==> src/rtl/num_entry_pkg.sv <==
// Shared constants for the keypad number-entry stage: key codes, operator
// codes, display message words and the entry FSM state type.
package num_entry_pkg;

    localparam int MAG_W_DEF   = 17;
    localparam int MAX_MAG_DEF = 99999;

    localparam logic [4:0] KEY_SIGN  = 5'd10;
    localparam logic [4:0] KEY_BSP   = 5'd11;
    localparam logic [4:0] KEY_CLR   = 5'd12;
    localparam logic [4:0] KEY_PLUS  = 5'd13;
    localparam logic [4:0] KEY_MINUS = 5'd14;
    localparam logic [4:0] KEY_MUL   = 5'd15;
    localparam logic [4:0] KEY_DIV   = 5'd16;
    localparam logic [4:0] KEY_MOD   = 5'd17;

    localparam logic [2:0] OP_NONE  = 3'd0;
    localparam logic [2:0] OP_PLUS  = 3'd1;
    localparam logic [2:0] OP_MINUS = 3'd2;
    localparam logic [2:0] OP_MUL   = 3'd3;
    localparam logic [2:0] OP_DIV   = 3'd4;
    localparam logic [2:0] OP_MOD   = 3'd5;

    localparam logic [31:0] MSG_PLUS  = 32'h0010_0000;
    localparam logic [31:0] MSG_MINUS = 32'h0020_0000;
    localparam logic [31:0] MSG_MUL   = 32'h0030_0000;
    localparam logic [31:0] MSG_DIV   = 32'h0040_0000;
    localparam logic [31:0] MSG_MOD   = 32'h0050_0000;
    localparam logic [31:0] MSG_HAPPY = 32'h00A0_0000;
    localparam logic [31:0] MSG_ERR   = 32'h00EE_0000;

    typedef enum logic [1:0] {
        ST_IDLE = 2'd0,
        ST_DIV  = 2'd1,
        ST_MSG  = 2'd2,
        ST_ERR  = 2'd3
    } state_t;

    function automatic logic [2:0] key_to_op(input logic [4:0] key);
        case (key)
            KEY_PLUS:  return OP_PLUS;
            KEY_MINUS: return OP_MINUS;
            KEY_MUL:   return OP_MUL;
            KEY_DIV:   return OP_DIV;
            KEY_MOD:   return OP_MOD;
            default:   return OP_NONE;
        endcase
    endfunction

    function automatic logic [31:0] op_msg(input logic [2:0] op);
        case (op)
            OP_PLUS:  return MSG_PLUS;
            OP_MINUS: return MSG_MINUS;
            OP_MUL:   return MSG_MUL;
            OP_DIV:   return MSG_DIV;
            OP_MOD:   return MSG_MOD;
            default:  return 32'h0000_0000;
        endcase
    endfunction

endpackage

==> src/rtl/num_entry_seq_div10.sv <==
// Sequential restoring divider by 10: the start edge performs the first of
// MAG_W iterations, o_done is high for the cycle in which o_quot is final.
module seq_div10 #(
    parameter int MAG_W = 17
) (
    input  logic             clk,
    input  logic             rst,
    input  logic             i_start,
    input  logic [MAG_W-1:0] i_dividend,
    output logic             o_busy,
    output logic             o_done,
    output logic [MAG_W-1:0] o_quot
);
    localparam int CNT_W = $clog2(MAG_W + 1);

    logic [4:0]       r_rem;
    logic [MAG_W-1:0] r_q;
    logic [CNT_W-1:0] r_cnt;
    logic             r_busy;
    logic             r_done;

    function automatic logic [MAG_W+4:0] div_step(input logic [4:0] rem,
                                                  input logic [MAG_W-1:0] q);
        logic [4:0]       t;
        logic [MAG_W-1:0] qs;
        t  = {rem[3:0], q[MAG_W-1]};
        qs = q << 1;
        if (t >= 5'd10) begin
            t     = t - 5'd10;
            qs[0] = 1'b1;
        end else begin
            qs[0] = 1'b0;
        end
        return {t, qs};
    endfunction

    // Iteration engine; quotient bits shift into r_q as the dividend shifts out
    always_ff @(posedge clk or posedge rst) begin
        if (rst) begin
            r_rem  <= 5'd0;
            r_q    <= '0;
            r_cnt  <= '0;
            r_busy <= 1'b0;
            r_done <= 1'b0;
        end else if (i_start) begin
            {r_rem, r_q} <= div_step(5'd0, i_dividend);
            r_cnt        <= CNT_W'(MAG_W - 1);
            r_busy       <= 1'b1;
            r_done       <= (MAG_W == 1) ? 1'b1 : 1'b0;
        end else if (r_busy) begin
            if (r_cnt != '0) begin
                {r_rem, r_q} <= div_step(r_rem, r_q);
                r_cnt        <= r_cnt - CNT_W'(1);
                r_done       <= (r_cnt == CNT_W'(1)) ? 1'b1 : 1'b0;
            end else begin
                r_busy <= 1'b0;
                r_done <= 1'b0;
            end
        end else begin
            r_done <= 1'b0;
        end
    end

    assign o_busy = r_busy;
    assign o_done = r_done;
    assign o_quot = r_q;

endmodule

==> src/rtl/num_entry.sv <==
// Keypad number-entry stage feeding the seven-segment driver.
// Optional macro NUM_ENTRY_HAPPY_EN: clear on an empty idle entry shows HAPPY.
module num_entry
    import num_entry_pkg::*;
#(
    parameter int          MAG_W      = MAG_W_DEF,
    parameter int          MAX_MAG    = MAX_MAG_DEF,
    parameter logic [23:0] MSG_CYCLES = 24'd12_000_000,
    parameter logic [23:0] ERR_CYCLES = 24'd12_000_000
) (
    input  logic        clk,
    input  logic        rst,
    input  logic        i_key_valid,
    input  logic [4:0]  i_key_code,
    output logic        o_key_ready,
    output logic [31:0] o_fnd_serial,
    output logic [31:0] o_operand,
    output logic        o_op_valid,
    output logic [2:0]  o_op_code
);
    logic [MAG_W-1:0] r_mag;
    logic             r_neg;
    state_t           r_state;
    logic [23:0]      r_timer;
    logic [31:0]      r_msg;
    logic             r_op_pend;
    logic [2:0]       r_op_code;
    logic             r_op_valid;
    logic             r_key_ready;
    logic [31:0]      r_fnd;
    logic [31:0]      r_operand;

    logic [MAG_W-1:0] w_mag_b, w_mag_nxt, w_div_quot;
    logic             w_neg_b, w_neg_nxt;
    state_t           w_state_b, w_state_nxt;
    logic [23:0]      w_timer_b, w_timer_nxt;
    logic [31:0]      w_msg_b, w_msg_nxt, w_fnd_nxt, w_val_nxt;
    logic [MAG_W+3:0] w_dec;
    logic             w_accept, w_pend_nxt, w_op_valid_nxt, w_div_start;
    logic             w_div_busy, w_div_done;
    logic [2:0]       w_op_code_nxt;

    function automatic logic [31:0] signed_val(input logic [MAG_W-1:0] m, input logic n);
        logic [31:0] e;
        e = 32'(m);
        return n ? (32'd0 - e) : e;
    endfunction

    assign w_accept = i_key_valid & r_key_ready;
    assign w_dec    = ({4'd0, w_mag_b} << 3) + ({4'd0, w_mag_b} << 1) + (MAG_W+4)'(i_key_code);

    // Background evolution without a key: pending operator clear, timers, divider result
    always_comb begin
        w_mag_b   = r_mag;
        w_neg_b   = r_neg;
        w_state_b = r_state;
        w_timer_b = r_timer;
        w_msg_b   = r_msg;
        if (r_op_pend) begin
            w_mag_b   = '0;
            w_neg_b   = 1'b0;
            w_state_b = ST_MSG;
            w_timer_b = MSG_CYCLES;
            w_msg_b   = op_msg(r_op_code);
        end else begin
            case (r_state)
                ST_MSG, ST_ERR: begin
                    if (r_timer <= 24'd1) begin
                        w_state_b = ST_IDLE;
                        w_timer_b = 24'd0;
                    end else begin
                        w_timer_b = r_timer - 24'd1;
                    end
                end
                ST_DIV: begin
                    if (w_div_done) begin
                        w_mag_b   = w_div_quot;
                        w_neg_b   = (w_div_quot == '0) ? 1'b0 : r_neg;
                        w_state_b = ST_IDLE;
                    end else begin
                        w_state_b = ST_DIV;
                    end
                end
                default: ;
            endcase
        end
    end

    // Key processing on top of the background state; a key in MSG/ERR aborts the message
    always_comb begin
        w_mag_nxt      = w_mag_b;
        w_neg_nxt      = w_neg_b;
        w_state_nxt    = w_state_b;
        w_timer_nxt    = w_timer_b;
        w_msg_nxt      = w_msg_b;
        w_op_valid_nxt = 1'b0;
        w_op_code_nxt  = r_op_code;
        w_pend_nxt     = 1'b0;
        w_div_start    = 1'b0;
        if (w_accept) begin
            if (i_key_code <= 5'd9) begin
                if (w_dec <= (MAG_W+4)'(MAX_MAG)) begin
                    w_mag_nxt   = w_dec[MAG_W-1:0];
                    w_state_nxt = ST_IDLE;
                    w_timer_nxt = 24'd0;
                end else begin
                    w_state_nxt = ST_ERR;
                    w_timer_nxt = ERR_CYCLES;
                end
            end else begin
                case (i_key_code)
                    KEY_SIGN: begin
                        w_neg_nxt   = (w_mag_b != '0) ? ~w_neg_b : w_neg_b;
                        w_state_nxt = ST_IDLE;
                        w_timer_nxt = 24'd0;
                    end
                    KEY_BSP: begin
                        w_state_nxt = ST_DIV;
                        w_timer_nxt = 24'd0;
                        w_div_start = ~w_div_busy;
                    end
                    KEY_CLR: begin
                        w_mag_nxt   = '0;
                        w_neg_nxt   = 1'b0;
                        w_state_nxt = ST_IDLE;
                        w_timer_nxt = 24'd0;
`ifdef NUM_ENTRY_HAPPY_EN
                        if ((r_mag == '0) && (r_state == ST_IDLE) && !r_op_pend) begin
                            w_state_nxt = ST_MSG;
                            w_msg_nxt   = MSG_HAPPY;
                            w_timer_nxt = MSG_CYCLES;
                        end else begin
                            w_msg_nxt = w_msg_b;
                        end
`endif
                    end
                    KEY_PLUS, KEY_MINUS, KEY_MUL, KEY_DIV, KEY_MOD: begin
                        w_op_valid_nxt = 1'b1;
                        w_op_code_nxt  = key_to_op(i_key_code);
                        w_pend_nxt     = 1'b1;
                        w_state_nxt    = ST_IDLE;
                        w_timer_nxt    = 24'd0;
                    end
                    default: ;
                endcase
            end
        end else begin
            w_div_start = 1'b0;
        end
    end

    assign w_val_nxt = signed_val(w_mag_nxt, w_neg_nxt);

    // Display word selection from the next state
    always_comb begin
        case (w_state_nxt)
            ST_MSG:  w_fnd_nxt = w_msg_nxt;
            ST_ERR:  w_fnd_nxt = MSG_ERR;
            default: w_fnd_nxt = w_val_nxt;
        endcase
    end

    // State and registered outputs
    always_ff @(posedge clk or posedge rst) begin
        if (rst) begin
            r_mag       <= '0;
            r_neg       <= 1'b0;
            r_state     <= ST_IDLE;
            r_timer     <= 24'd0;
            r_msg       <= 32'd0;
            r_op_pend   <= 1'b0;
            r_op_code   <= OP_NONE;
            r_op_valid  <= 1'b0;
            r_key_ready <= 1'b1;
            r_fnd       <= 32'd0;
            r_operand   <= 32'd0;
        end else begin
            r_mag       <= w_mag_nxt;
            r_neg       <= w_neg_nxt;
            r_state     <= w_state_nxt;
            r_timer     <= w_timer_nxt;
            r_msg       <= w_msg_nxt;
            r_op_pend   <= w_pend_nxt;
            r_op_code   <= w_op_code_nxt;
            r_op_valid  <= w_op_valid_nxt;
            r_key_ready <= (w_state_nxt != ST_DIV) ? 1'b1 : 1'b0;
            r_fnd       <= w_fnd_nxt;
            r_operand   <= w_val_nxt;
        end
    end

    seq_div10 #(.MAG_W(MAG_W)) u_div (
        .clk        (clk),
        .rst        (rst),
        .i_start    (w_div_start),
        .i_dividend (w_mag_b),
        .o_busy     (w_div_busy),
        .o_done     (w_div_done),
        .o_quot     (w_div_quot)
    );

    assign o_key_ready  = r_key_ready;
    assign o_fnd_serial = r_fnd;
    assign o_operand    = r_operand;
    assign o_op_valid   = r_op_valid;
    assign o_op_code    = r_op_code;

endmodule

==> config.mk <==
export PLATFORM = sky130hd
export DESIGN_NAME = num_entry
export DESIGN_NICKNAME = d
export VERILOG_FILES = /design/src/rtl/num_entry_pkg.sv /design/src/rtl/num_entry_seq_div10.sv /design/src/rtl/num_entry.sv
export SDC_FILE = /design/constraint.sdc
export NUM_CORES = 1
export LEC_CHECK = 0
export BUFFER_PORTS_ARGS = -buffer_cell sky130_fd_sc_hd__buf_2
export CAP_MARGIN = 20
export CORE_MARGIN = 5
export CORE_UTILIZATION = 40
export DETAILED_ROUTE_END_ITERATION = 7
export PLACE_DENSITY = 0.62
export SYNTH_ARGS = -nofsm -noshare
export SYNTH_HDL_FRONTEND = slang
export SYNTH_SLANG_ARGS = --single-unit
==> constraint.sdc <==
create_clock -name clk -period 18.5 [get_ports clk]
set_clock_uncertainty 0.2 [all_clocks]
set_input_delay 5.55 -clock clk [delete_from_list [all_inputs] [get_ports clk]]
set_output_delay 5.55 -clock clk [all_outputs]
set_load 0.02 [all_outputs]
After elaboration in Yosys (flattened, before gate mapping)
Cells that the tools add are included.
{ "op_classes": {"addsub": 6, "order_cmp": 4, "n_eq_ne": 20, "mux": 60, "bitwise": 4, "reduce_logical": 11} }
{ "ops": {"columns": ["operator", "count"], "rows": [
  ["$mux 17", 10],
  ["$mux 24", 7],
  ["$pmux 23 s5", 1],
  ["$mux 32", 2],
  ["$pmux 32 s2", 1],
  ["$eq 5x4->1 const B", 6],
  ["$le 24x1->1 const B", 1],
  ["$sub 24x1->24 const B", 1],
  ["$mux 1", 23],
  ["$add 20x18->21", 1],
  ["$add 21x5->21", 1],
  ["$le 21x17->1 const B", 1],
  ["$sub 1x17->18 const A", 1],
  ["$logic_not 17->1", 1],
  ["$reduce_bool 17->1", 1],
  ["$mux 4", 4],
  ["$mux 5", 3],
  ["$pmux 3 s5", 1],
  ["$eq 5x5->1 const B", 2],
  ["$mux 2", 5],
  ["$eq 2x2->1 const B", 4],
  ["$pmux 2 s2", 2],
  ["$reduce_or 8->1", 1],
  ["$reduce_or 7->1", 1],
  ["other kinds (19)", 24]
]} }
{ "totals": {"ff_bits": 173, "input_bits": 8, "output_inout_bits": 69, "elab_cells": 120} }

Longest topological paths before layout
{ "depth": {"word_depth": 12, "ltp_mapped": 27, "mapped_depth_nobuf": 23} }

Modules after synthesis
A second synthesis with hierarchy kept.
{ "unflattened": {"hier_cells": 945, "area_unflattened_um2": 9211.3} }
{ "modules_own_cells": {"columns": ["mod", "instances", "cells_per_inst", "area_each_um2", "seq_area_each_um2"], "rows": [
  ["num_entry", 1, 783, 7609.8, 3254.4],
  ["seq_div10", 1, 162, 1601.5, 700.7]
]} }

Worst setup path before layout
OpenSTA, ideal clock, no wires.
{ "synth_timing": {"path_kind": "input port to flip-flop", "startpoint": "input port i_key_code[1]", "endpoint": "register r_fnd[16] (netlist: o_fnd_serial[16])", "setup_time_ps": 121, "t_arrival_ps": 9656, "t_required_ps": 18179, "slack_ps": 8523, "cell_stages": 21, "path_buffers": 3, "cell_sequence": "clkbuf_1 and2_1 ha_1 inv_1 fa_1 nor2b_4 o31a_1 o21ai_0 xnor2_1 a311oi_2 o211ai_4 buf_6 buf_4 mux2i_1 ha_1 o21ai_0 nand2b_1 mux2i_1 a31oi_1 xor2_1 a22o_1"} }
{ "synth_via": {"elab_chain_len": 8, "elab_cells_between_ends": 28, "classes_between": "add/sub: 2; order compare: 2; eq/ne: 10; mux: 13; reduce/logical: 1"} }
{ "synth_lines": {"columns": ["item", "line", "source"], "rows": [
  ["from (decl)", "num_entry.sv:14", "input logic [4:0] i_key_code,"],
  ["$add 21x5->21", "num_entry.sv:50", "assign w_dec = ({4'd0, w_mag_b} << 3) + ({4'd0, w_mag_b} << 1) + (MAG_W+4)'(i_key_code);"],
  ["$le 21x17->1", "num_entry.sv:102", "if (w_dec <= (MAG_W+4)'(MAX_MAG)) begin"],
  ["$mux 17", "num_entry.sv:102", null],
  ["$mux 17", "num_entry.sv:101", "if (i_key_code <= 5'd9) begin"],
  ["$mux 17", "num_entry.sv:100", "if (w_accept) begin"],
  ["$sub 1x17->18", "num_entry.sv:46", "return n ? (32'd0 - e) : e;"],
  ["$mux 32 (*)", "num_entry.sv:46", null],
  ["named net w_val_nxt[16]", "num_entry.sv:37", "logic [31:0] w_msg_b, w_msg_nxt, w_fnd_nxt, w_val_nxt;"],
  ["$pmux 32 s2 (*)", "num_entry.sv:156", "case (w_state_nxt)"],
  ["named net w_fnd_nxt[16]", "num_entry.sv:37", null],
  ["to (signal assigned)", "num_entry.sv:187", "r_fnd <= w_fnd_nxt;"],
  ["to (decl)", "num_entry.sv:30", "logic [31:0] r_fnd;"]
]} }
Mark *: on every way through the listed nets, which the timed path passes. The rest lies on a longest branch.
A chain may end at the register's enable or synchronous reset.

Final worst setup path
{ "layout_timing": {"startpoint": "input port i_key_code[3]", "endpoint": "register r_fnd[16] (netlist: o_fnd_serial[16])"} }
{ "layout_via": {"elab_chain_len": 8, "elab_cells_between_ends": 28, "classes_between": "add/sub: 2; order compare: 2; eq/ne: 10; mux: 13; reduce/logical: 1"} }
{ "layout_lines": {"columns": ["item", "line", "source"], "rows": [
  ["$add 21x5->21", "num_entry.sv:50", null],
  ["$le 21x17->1", "num_entry.sv:102", null],
  ["$mux 17", "num_entry.sv:102", null],
  ["$mux 17 (*)", "num_entry.sv:101", null],
  ["$mux 17 (*)", "num_entry.sv:100", null],
  ["named net w_mag_nxt[1]", "num_entry.sv:33", "logic [MAG_W-1:0] w_mag_b, w_mag_nxt, w_div_quot;"],
  ["$sub 1x17->18 (*)", "num_entry.sv:46", null],
  ["$mux 32 (*)", "num_entry.sv:46", null],
  ["named net w_val_nxt[16]", "num_entry.sv:37", null],
  ["$pmux 32 s2 (*)", "num_entry.sv:156", null],
  ["named net w_fnd_nxt[16]", "num_entry.sv:37", null]
]} }
Marks and branches as above.

==> flow_summary.ini <==
[status]
status = completed

[logic_synthesis]
ys_seq_area_share_pct = 44.9
synth_edf_count = 0
synth_top_cell_by_area = dfrtp_1
synth_area_um2 = 8810
synth_warnings = 0
synth_xor_area_share_pct = 6.14
synth_fa_ha_area_share_pct = 6.00
synth.mux.area_fraction_pct = 6.79
yosysTopAreaCellShare_pct = 44.6
synth_compound_area_share_pct = 16.0
yosys-top-cells-area = dfrtp_1 (45%), ha_1 (5.5%), mux2i_1 (5.0%), nand2_1 (2.9%), a22o_1 (2.8%)
synth-seq-cells = 158
async_flop_share_pct = 100
syn_inst = 859
yosys.area_share.simple_pct = 14.8
syn_avg_cell_area_um2 = 10.3
ys_types = 81
syn-num-nets = 908
synth_top_family_by_area = compound AO/OA/AOI/OAI gates
ys.flop_type = dfrtp_1

[timing]
final.period_utilization_pct = 54.7
fmax_mhz = 98.9
finalWorstPathRequiredPeriod_ns = 10.11
finalHoldWorstSlack_ns = 0.301
relSlewSlack_pct = 42.2
slew_violations = 0
rsz0062_at_grt = no
worstMarginPinSlew_ns = 0.867
setup_ws_ns = 8.39
hold_violations = 0
tns_ns = 0
setup_viol = 0

[final_layout]
multiInputGateArea_um2 = 4390
final_common_cell = dfrtp_1
layout-drive-gt1-share_pct = 19.4
syn_to_final_growth_pct = 13.3
ff_latch_area_um2 = 3960
final_cell_mix = dfrtp_1 (156), buf_2 (76), nand2_1 (69)
fin_nets = 961
antenna_cells = 0
fin_util_pct = 45.9
n_fill_cell = 2077

[critical_path]
cp_data_arrival_time_ns = 10.22
crit_chain = buf_2 -> xor2_1 -> ha_1 -> a21o_1 -> ha_1 -> nor2b_4 -> o31ai_1 -> a21oi_1 -> o211ai_1 -> nand4b_1 -> a311oi_2 -> o211ai_4 -> mux2_2 -> inv_1 -> ha_1 -> o21ai_0 -> nand2b_1 -> mux2i_1 -> a31oi_1 -> xor2_1 -> a22o_1
crit_path_end_kind = flop
path_class = input port to flop
cp.required_ns = 18.61
crit_top_cell = ha_1
critical-path-top-delay-family = compound AO/OA/AOI/OAI gates
critPathSlowestCell = o31ai_1
crit_buf_inv = 2
cp-start-kind = input port
critPathMaxStageDelay_ns = 0.48
critical_path_peak_fanout = 14

[route]
wirelength_mm = 21.5
via_per_inst = 5.34
drc = 0
drt_iter0_markers = 441
ant_nets = 0
vias = 6433
drt_pre_antenna_iters = 5
avgRoutedWirePerCell_um = 17.8

[cts]
cts_made_buffers = 17
hold_buffers = 0
htreeDepth = 4
clk_latency_ns = 0.43
path_clk_slew_ns = 0.07
cts_setup_buffers = 0
clock_sinks = 158
clk_path_buf_depth = 2
cts_tree = done
cts_root_buffer = clkbuf_16
cts_resized = 0

[floorplan]
die_area_um2 = 25100
initial_core_util_pct = 40.5
core_um2 = 21800
ios = 77
dieHeight_um = 158
die_width_um = 158
rows = 54

[placement]
gp_congestion = 0.949
post-place-ws_ns = 8.03
portBuffers = 76
hpwlAfterDp_mm = 15.5

[grt]
grt_pass1_vias = 6216
grt-ovfl-total = 0
grt_max_degree = 82
grt_antenna_before_repair = 0
track_usage_pct = 17.4
grt_pass1_wl_mm = 34.2

[min_path]
hp-class = flop to flop

[job]
drv_cap = 0

[power_and_ir_drop]
ir_drop_mv = 0.0711
p_leak_nw = 5.00
power_density_nw_per_um2 = 195
## final timing paths
kind	from	to	slack (ns)	depth (start not counted)
worst max-delay path	i_key_code[3]	o_fnd_serial[16]	8.39	21
worst min-delay path	r_msg[22]	r_msg[22]	0.30	1
worst max register to register	r_state[1]	o_fnd_serial[16]	12.00	21
worst min register to register	r_msg[22]	r_msg[22]	0.30	1
max in group asynchronous	rst	u_div.r_cnt[0]	11.99	4
min in group asynchronous	rst	r_msg[20]	5.03	2
## per-layer routing
layer / vias up / GRT usage (%) / wire (µm)
met5: - / 0 / 0
met4: 0 / 4.87 / 376
met3: 27 / 2.94 / 757
met2: 136 / 27.9 / 10300
met1: 3142 / 24.5 / 10000
li1: 3128 / - / -
## report_power, final
group	switching, W	internal, W
logic	0.000633	0.000390
registers	0.0000830	0.000478
clock network	0.000159	0.000207
total	0.000875	0.00108
## metrics by stage
step	power, W	area (µm²)	std cells
2_1_floorplan	0.00133	8810	859
3_3_place_gp	0.00158	9310	1171
3_5_place_dp	0.00158	9310	1171
4_1_cts	0.00196	9940	1203
5_1_grt	0.00209	9980	1205
6_report	0.00195	9980	1205
## cells by family after synthesis
| kind of cell | count (synthesis) |
|---|---|
| and+or+nand+nor | 261 |
| AOI/OAI and AO/OA | 191 |
| DFF | 158 |
| buffers and inverters | 97 |
| muxes | 57 |
| xor gates and xnor gates | 54 |
| adders and majority gates | 41 |
## cell usage after synthesis, types with 5 or more instances
| master | instances |
|---|---|
| dfrtp_1 | 157 |
| nand2_1 | 69 |
| nor2_1 | 59 |
| mux2i_1 | 44 |
| o21ai_0 | 44 |
| ha_1 | 39 |
| inv_1 | 37 |
| nor2b_1 | 36 |
| a21oi_1 | 33 |
| a22o_1 | 28 |
| xnor2_1 | 27 |
| clkbuf_1 | 26 |
| nor3_1 | 23 |
| xor2_1 | 18 |
| buf_4 | 17 |
| nor4_1 | 17 |
| nand3_1 | 15 |
| o21ai_1 | 9 |
| mux2_2 | 8 |
| xnor2_2 | 7 |
| a21o_1 | 6 |
| a2bb2oi_1 | 6 |
| and3_1 | 6 |
| nand2b_1 | 6 |
| buf_6 | 5 |
| inv_2 | 5 |
| nand4_1 | 5 |
| o21ai_2 | 5 |
## final cells by class
| class | instances | share of cell area [%] |
|---|---|---|
| clock inverter | 15 | 1.99 |
| clock buffer | 17 | 4.26 |
| sequential | 158 | 39.6 |
| timing repair buffer | 87 | 4.91 |
| multi-input combinational | 604 | 44.0 |
| inverter | 44 | 1.73 |
| tap | 280 | 3.51 |
## state kept, by name, summed over array words and instances (netlist names)
register,flops
r_neg,1
r_msg,32
u_div.r_cnt,5
o_fnd_serial,32
r_timer,24
r_mag,16
r_state,2
o_op_code,3
u_div.o_done,1
o_operand,18
u_div.o_busy,1
u_div.r_rem,4
u_div.o_quot,17
o_op_valid,1
o_key_ready,1
(Power assumes the default switching activity.)
